## src/rtl/sync_pulse_pkg.sv

```systemverilog
// sync_pulse_pkg: edge-mode encodings and width helper shared by sync_pulse_multi.
package sync_pulse_pkg;
    localparam int EDGE_RISE = 0;
    localparam int EDGE_FALL = 1;
    localparam int EDGE_BOTH = 2;

    function automatic int clog2(input int n);
        int r;
        r = 0;
        while ((1 << r) < n) r++;
        return r;
    endfunction
endpackage

```

## src/rtl/sync_filt_chan.sv

```systemverilog
// sync_filt_chan: one channel of sync chain, stability filter, edge pulse and saturating counter.
module sync_filt_chan
    import sync_pulse_pkg::*;
#(
    parameter int SYNC_STAGES = 2,
    parameter int FILT_CYC    = 1,
    parameter int EDGE_MODE   = EDGE_RISE,
    parameter int CNT_W       = 8
) (
    input  logic             clk_fast,
    input  logic             rst,
    input  logic             sig_in,
    input  logic             cnt_clr,
    output logic             level_out,
    output logic             pulse_out,
    output logic [CNT_W-1:0] evt_cnt
);
    localparam int FW = clog2(FILT_CYC + 1);

    logic [SYNC_STAGES-1:0] sync_q, sync_d;
    logic [FW-1:0]          filt_q, filt_d;
    logic [CNT_W-1:0]       cnt_q, cnt_d;
    logic                   level_q, level_d, pulse_q, pulse_d, differ, accept;

    if (SYNC_STAGES < 2 || SYNC_STAGES > 4) begin : g_bad_stages
        $error("sync_filt_chan: SYNC_STAGES must be 2..4");
    end
    if (FILT_CYC < 1 || FILT_CYC > 255) begin : g_bad_filt
        $error("sync_filt_chan: FILT_CYC must be 1..255");
    end

    // A level is accepted once the synchronised value has differed for FILT_CYC cycles in a row.
    always_comb begin
        sync_d  = {sync_q[SYNC_STAGES-2:0], sig_in};
        differ  = sync_q[SYNC_STAGES-1] != level_q;
        accept  = differ && int'(filt_q) + 1 == FILT_CYC;
        filt_d  = (differ && !accept) ? filt_q + FW'(1) : '0;
        level_d = level_q ^ accept;
        pulse_d = accept && (EDGE_MODE == EDGE_BOTH || (EDGE_MODE == EDGE_FALL) == level_q);
        cnt_d   = cnt_clr ? CNT_W'(pulse_d) : cnt_q + CNT_W'(pulse_d && cnt_q != '1);
    end

    always_ff @(posedge clk_fast) begin
        if (rst) begin
            sync_q  <= '0;
            filt_q  <= '0;
            level_q <= 1'b0;
            pulse_q <= 1'b0;
            cnt_q   <= '0;
        end else begin
            sync_q  <= sync_d;
            filt_q  <= filt_d;
            level_q <= level_d;
            pulse_q <= pulse_d;
            cnt_q   <= cnt_d;
        end
    end

    assign level_out = level_q;
    assign pulse_out = pulse_q;
    assign evt_cnt   = cnt_q;
endmodule

```

## src/rtl/sync_pulse_multi.sv

```systemverilog
// sync_pulse_multi: CH independent async levels synchronised into clk_fast as filtered levels,
// one-cycle edge pulses and saturating event counts.
module sync_pulse_multi
    import sync_pulse_pkg::*;
#(
    parameter int CH          = 4,
    parameter int SYNC_STAGES = 2,
    parameter int FILT_CYC    = 1,
    parameter int EDGE_MODE   = EDGE_RISE,
    parameter int CNT_W       = 8
) (
    input  logic                clk_fast,
    input  logic                rst,
    input  logic [CH-1:0]       signal_in,
    input  logic [CH-1:0]       cnt_clr,
    output logic [CH-1:0]       level_out,
    output logic [CH-1:0]       pulse_out,
    output logic                any_pulse,
    output logic [CH*CNT_W-1:0] evt_cnt
);
    if (EDGE_MODE < EDGE_RISE || EDGE_MODE > EDGE_BOTH) begin : g_bad_mode
        $error("sync_pulse_multi: EDGE_MODE must be 0, 1 or 2");
    end
    if (CH < 1 || CH > 32 || CNT_W < 1 || CNT_W > 16) begin : g_bad_size
        $error("sync_pulse_multi: CH must be 1..32 and CNT_W 1..16");
    end

    for (genvar c = 0; c < CH; c++) begin : g_ch
        sync_filt_chan #(
            .SYNC_STAGES(SYNC_STAGES),
            .FILT_CYC   (FILT_CYC),
            .EDGE_MODE  (EDGE_MODE),
            .CNT_W      (CNT_W)
        ) u_chan (
            .clk_fast (clk_fast),
            .rst      (rst),
            .sig_in   (signal_in[c]),
            .cnt_clr  (cnt_clr[c]),
            .level_out(level_out[c]),
            .pulse_out(pulse_out[c]),
            .evt_cnt  (evt_cnt[c*CNT_W +: CNT_W])
        );
    end

    assign any_pulse = |pulse_out;
endmodule

```

## config.mk

```make
export PLATFORM = sky130hd
export DESIGN_NAME = sync_pulse_multi
export DESIGN_NICKNAME = d
export VERILOG_FILES = /design/src/rtl/sync_pulse_pkg.sv /design/src/rtl/sync_filt_chan.sv /design/src/rtl/sync_pulse_multi.sv
export SDC_FILE = /design/constraint.sdc
export NUM_CORES = 1
export LEC_CHECK = 0
export CAP_MARGIN = 20
export CORE_ASPECT_RATIO = 0.7
export CORE_MARGIN = 5
export CORE_UTILIZATION = 25
export CTS_CLUSTER_DIAMETER = 40
export DETAILED_ROUTE_END_ITERATION = 8
export GPL_ROUTABILITY_DRIVEN = 0
export GPL_TIMING_DRIVEN = 0
export RECOVER_POWER = 25
export SLEW_MARGIN = 20
export SYNTH_ARGS = -nofsm -noshare
export SYNTH_HDL_FRONTEND = slang
export SYNTH_SLANG_ARGS = --single-unit
```

## constraint.sdc

```tcl
create_clock -name clk_fast -period 2.15 [get_ports clk_fast]
set_input_delay 0.3225 -clock clk_fast [delete_from_list [all_inputs] [get_ports clk_fast]]
set_output_delay 0.3225 -clock clk_fast [all_outputs]
set_load 0.02 [all_outputs]
```

# [After elaboration in Yosys (flattened, before gate mapping)]
# Index checks and enable logic that the tools add are counted.
[totals] reg_bits=52 latch_bits=0 ramBits=0 romBits=0 input_bits=10 out_inout_bits=41 n_memories=0
[classes] addsub=12 multipliers=0 div_mod_pow=0 order_cmp=0 n_eq_ne=12 n_shift=0 mux=4 bitwise_logic=12 n_reduce_logical=29
[ops] op="$eq A32 B2 Y1 const B" n=4
[ops] op="$add A8 B1 Y8" n=4
[ops] op="$ne A8 B8 Y1 const B" n=4
[ops] op="$logic_and A1 B1 Y1" n=16
[ops] op="$reduce_or A2 Y1" n=8
[ops] op="$add A1 B1 Y2 const B" n=4
[ops] op="$not A1 Y1" n=8
[ops] op="$add A1 B1 Y1 const B" n=4
[ops] op="$logic_not A1 Y1" n=4
[ops] op="$mux W1" n=4
[ops] op="$ne A1 B1 Y1" n=4
[ops] op="$reduce_or A4 Y1" n=1
[ops] op="$xor A1 B1 Y1" n=4

# [Depth between registers and ports, before layout]
[depth] ltp_word=7 mapped_depth=8 ltp_nobuf=8

# [Cells and area by module]
# Synthesis repeated with hierarchy kept, for this count alone.
[hier_totals] cells_unflattened=205 area_unflattened_um2=2034.5
[modules_own_cells] module="sync_filt_chan" instances=4 cells_per_inst=51 area_each_um2=506.7 seq_area_each_um2=260.2
[modules_own_cells] module="sync_pulse_multi" instances=1 cells_per_inst=1 area_each_um2=7.5 seq_area_each_um2=0.0

# [Worst setup path before layout]
# No wires, ideal clock.
[synth_path] kind="flip-flop to flip-flop" start="register (tool-made name)" end="register g_ch[2].u_chan.cnt_q[6]" arrival_time_ns=1.769 required_ns=2.080 path_slack_ns=0.312 stages_incl_launch_ff=8 n_path_buf=0 synth_period_minus_slack_ns=1.838 cell_sequence="dfxtp_1 or3b_2 nor2_1 ha_1 ha_1 inv_1 or3_1 a21oi_1"
[synth_lines] item="end signal: assignment" line_no="sync_filt_chan.sv:55" text="cnt_q <= cnt_d;"
[synth_lines] item="end: declaration" line_no="sync_filt_chan.sv:22" text="logic [CNT_W-1:0] cnt_q, cnt_d;"

# [Worst setup path in the final report]
[layout_path] start="register g_ch[1].u_chan.pulse_q" end="output port any_pulse"
[layout_between] elab_chain_cells=1
[layout_lines] item="start: declaration" line_no="sync_filt_chan.sv:23" text="logic level_q, level_d, pulse_q, pulse_d, differ, accept;"
[layout_lines] item="start signal: assignment" line_no="sync_filt_chan.sv:54" text="pulse_q <= pulse_d;"
[layout_lines] item="$reduce_or A4 Y1" line_no="sync_pulse_multi.sv:45" text="assign any_pulse = |pulse_out;"
[layout_lines] item="end: declaration" line_no="sync_pulse_multi.sv:18" text="output logic any_pulse,"
# Every way passes these cells.

==> results list <==
- The analysis attributes to cell leakage a power of ~1.0 nW.
* Pin count of the biggest net entering global routing: 15
- On the worst path, the slowest cell contributes a delay of between 500 and 600 ps.
- Clock input transition at the sequential cells of the worst setup and hold paths: ~70 ps
- P&R area growth vs syn: 37.6%
- Path category of the worst min-delay check: reg2reg
* Detailed placer's ending HPWL: 3360 um
- Die footprint: 10100 sq um
- Critical Path, Cell by Cell: or4_1 > clkdlybuf4s50_1
* Critical path arrival: about 1700 ps
- After floorplanning, the core was divided into 27 placement rows.
* CP startpoint kind: register
- Relative slew slack: 64.4%
* Worst Hold Path EP: g_ch[0].u_chan.sync_q[1]
* Area inside the core boundary: 7940 sq um
- Final Max Slew Viols: 0
- Global-route wire length before repair: between 7000 and 8000 um
- Summing all placed instances gives a cell area of approximately 2700 sq um.
* Diode count: 0
* Final sum of negative setup slack: 0 ps
- Flop2flop setup slack: 170 ps
- The critical path is of the reg2out type.
* Number of DRC markers after the initial detailed-route iteration: 41
* Top achievable clock speed: around 500 MHz
- Final setup violation count: 0
- Number of placed cells counting well taps: 375
* Min-delay src: g_ch[0].u_chan.sync_q[0]
- In the final routed layout, each cell accounts on average for ~11 um.
- PostCTS Resize Cnt: 0
* Worst hold path depth: 1
- The clock passes through at most 2 buffers.
* Cell family with most CP delay: buffers and inverters
- Of the synthesized area, sequential elements account for 50.8%.
- The run finished with clean final reports.
- Depth of the CTS H-tree: 2
* Ratio of cells with drive above 1 in the final layout: around 7.4%
- The clock drives 52 sinks.
- Worst endpoint required time: approximately 1800 ps
* Final standard cell count with taps included and fillers excluded: roughly 380
- After routing the design area is between 2000 and 3000 sq um.
* DR DRC count: 0
- Setup repair after global routing left no endpoint under its margin.
* Post-route clock period utilization: approximately 92%
- Mean Syn Cell Area: roughly 9.3 sq um
- The clock reaches the later pin of the worst-skew pair after ~280 ps.
* Largest vdd supply drop: slightly above 0.3 mV
- The die is about 86 um tall.
* Max-cap violations: 0
* Path length in cells of the critical path: 2
- Detailed-route via count: between 1500 and 2000
* Max stage delay cell, worst path: sky130_fd_sc_hd__clkdlybuf4s50_1
* Combined area of all synthesized cells: ~2100 sq um
* Initial standard-cell utilization of the core: about a quarter
* Remaining antenna violation count after routing: 0
- Counting cells, the worst reg-to-reg path comes to 7.
- DR vias/cell: 4.33
* Clock period minus final worst setup slack: between 1500 and 2000 ps
- Maximum clock skew at final layout: 4.55 ps
- Worst slew pin tran: 534 ps
- IO Port Bufs: 50
- The initial antenna violation count is 0.
- Number of cells produced by synthesis: around 220
* Global route total overflow: 0
- Capturing point of the worst reg2reg path: g_ch[2].u_chan.evt_cnt[6]
* Number of CTS-inserted buffers: 5
* CTS root buf: sky130_fd_sc_hd__clkbuf_16
* First drt pass iteration count: 4
- Fin nets: 299
- In this run the worst path has a maximum fanout of 2.
* Crit path buf inv count: 1
* Power per unit of standard cell area: between 600 and 700 nW/um^2
- TritonCTS built the clock tree.
* Post-synth cell types: 25
- The routed design has about 4400 um of wire.
- Yosys warning total: 0
* Register bit count reported by yosys: 52
- Pin placement for this block handled between 50 and 60 I/O pins.
- Endpoint type of the worst setup path: output port
* Vias in the first global route: 1628
- Die boundary width: 118 um
- Quantity of hold-fixing buffers added after cts: 0
- For this run, the total global-route usage over all layers was measured as 8.76%.
- Count of final hold-check violations: 0
- Post-CTS Setup Repair Bufs: 0
[power breakdown]
group,internal [W],switching (W)
logic,0.0000486,0.0000445
clock network,0.000465,0.000323
registers,0.000981,0.00000992
total,0.00149,0.000377
[cell families (layout without fill, tap and decap cells)]
family                   after synthesis  after routing  synth area share (%)
adder cells (fa/ha/maj)                8              8                  4.88
AO/OA/AOI/OAI                         28             28                  7.32
other                                  1              4                 0.183
multiplexers                           4              4                  1.95
flip-flops                            52             52                  50.8
buffers and inverters                 18             76                  4.82
XOR/XNOR                              12             12                  5.13
AND/OR/NAND/NOR                       98             98                  25.0
[metrics by stage]
| step | hold slack [ps] | worst slack (ps) | utilization [%] | power, W |
|---|---|---|---|---|
| floorplan | 406 | 312 | - | 0.00106 |
| global route | 455 | 49.2 | 35.5 | 0.00195 |
| detailed placement | 423 | 178 | 33.9 | 0.00111 |
| global placement | 420 | 196 | 33.9 | 0.00111 |
| finish | 433 | 164 | 35.5 | 0.00187 |
| CTS | 436 | 132 | 35.7 | 0.00190 |
[final cells by class]
type,instances,area [sq um]
Buffer,14,82.6
Timing Repair Buffer,50,500
Inverter,4,15.0
Tap cell,101,126
Multi-Input combinational cell,154,910
Fill cell,809,5120
Clock buffer,8,146
Sequential cell,52,1040
[state kept, by name, indices dropped and copies added (netlist names), named ones only]
name and flops:
g_ch.u_chan.evt_cnt 32, g_ch.u_chan.sync_q 8, g_ch.u_chan.filt_q 4, g_ch.u_chan.pulse_out 4
[per-layer routing]
metal	share of wire [%]	GRT usage (%)
met1	49	11.6
met4	0.84	2.19
met3	3.9	2.57
met5	0	0
met2	46	14.1
[cells in the final DEF, fill, tap and decap left out]
| cell type | synthesis | final |
|---|---|---|
| sky130_fd_sc_hd__nand4_2 | 3 | 1 |
| sky130_fd_sc_hd__or4_1 | 1 | 1 |
| sky130_fd_sc_hd__or3_1 | 12 | 12 |
| sky130_fd_sc_hd__clkbuf_16 | 0 | 5 |
| sky130_fd_sc_hd__or2_2 | 4 | 4 |
| sky130_fd_sc_hd__mux2i_1 | 4 | 4 |
| sky130_fd_sc_hd__o22a_1 | 2 | 2 |
| sky130_fd_sc_hd__nor2b_1 | 10 | 10 |
| sky130_fd_sc_hd__clkbuf_1 | 5 | 8 |
| sky130_fd_sc_hd__ha_1 | 8 | 8 |
| sky130_fd_sc_hd__buf_4 | 8 | 8 |
| sky130_fd_sc_hd__xnor2_1 | 4 | 4 |
| sky130_fd_sc_hd__inv_1 | 4 | 4 |
| sky130_fd_sc_hd__o21ai_0 | 12 | 12 |
| sky130_fd_sc_hd__nand2_1 | 7 | 7 |
| sky130_fd_sc_hd__nand3_1 | 15 | 15 |
| sky130_fd_sc_hd__a21oi_1 | 12 | 12 |
| sky130_fd_sc_hd__clkbuf_8 | 0 | 1 |
| sky130_fd_sc_hd__or3b_2 | 2 | 2 |
| sky130_fd_sc_hd__conb_1 | 1 | 4 |
| sky130_fd_sc_hd__dlygate4sd3_1 | 0 | 2 |
| sky130_fd_sc_hd__clkdlybuf4s50_1 | 0 | 48 |
| sky130_fd_sc_hd__a31oi_1 | 2 | 2 |
| sky130_fd_sc_hd__nor2_1 | 36 | 36 |
| sky130_fd_sc_hd__dfxtp_1 | 52 | 52 |
| sky130_fd_sc_hd__xor2_1 | 8 | 8 |
| sky130_fd_sc_hd__nand4_1 | 5 | 7 |
| sky130_fd_sc_hd__and2_1 | 3 | 3 |
[cell usage after synthesis]
master                      n  area, sq um
sky130_fd_sc_hd__buf_2      1         5.00
sky130_fd_sc_hd__nor2b_1   10         62.6
sky130_fd_sc_hd__clkbuf_1   5         18.8
sky130_fd_sc_hd__conb_1     1         3.75
sky130_fd_sc_hd__a21oi_1   12         60.1
sky130_fd_sc_hd__a31oi_1    2         12.5
sky130_fd_sc_hd__nand2_1    7         26.3
sky130_fd_sc_hd__buf_4      8         60.1
sky130_fd_sc_hd__or4_1      1         7.51
sky130_fd_sc_hd__mux2i_1    4         40.0
sky130_fd_sc_hd__o21ai_0   12         60.1
sky130_fd_sc_hd__nor2_1    36          135
sky130_fd_sc_hd__xor2_1     8         70.1
sky130_fd_sc_hd__dfxtp_1   52         1040
sky130_fd_sc_hd__ha_1       8          100
sky130_fd_sc_hd__or2_2      4         25.0
sky130_fd_sc_hd__or3b_2     2         17.5
sky130_fd_sc_hd__nand4_1    5         31.3
sky130_fd_sc_hd__and2_1     3         18.8
sky130_fd_sc_hd__or3_1     12         75.1
sky130_fd_sc_hd__xnor2_1    4         35.0
sky130_fd_sc_hd__inv_1      4         15.0
sky130_fd_sc_hd__nand3_1   15         75.1
sky130_fd_sc_hd__o22a_1     2         17.5
sky130_fd_sc_hd__nand4_2    3         37.5
[worst register-to-register path, stage by stage (launching register included)]
cell and delay [ps]:
sky130_fd_sc_hd__dfxtp_1 330, sky130_fd_sc_hd__or3b_2 480, sky130_fd_sc_hd__nor2_1 120, sky130_fd_sc_hd__ha_1 230, sky130_fd_sc_hd__ha_1 230, sky130_fd_sc_hd__inv_1 60
sky130_fd_sc_hd__or3_1 340, sky130_fd_sc_hd__a21oi_1 140
[worst max-delay path by stage]
| stage | endpoint | slack [ps] | startpoint |
|---|---|---|---|
| after global placement | g_ch[2].u_chan.evt_cnt[6] | 200 | register |
| final | any_pulse | 160 | g_ch[1].u_chan.pulse_out |
| after floorplan | g_ch[2].u_chan.evt_cnt[6] | 310 | register |
| after detailed placement | g_ch[2].u_chan.evt_cnt[6] | 180 | register |
| after global routing | g_ch[2].u_chan.evt_cnt[6] | 50 | register |
| after CTS | any_pulse | 130 | g_ch[0].u_chan.pulse_out |
(Power assumes the default switching activity.)
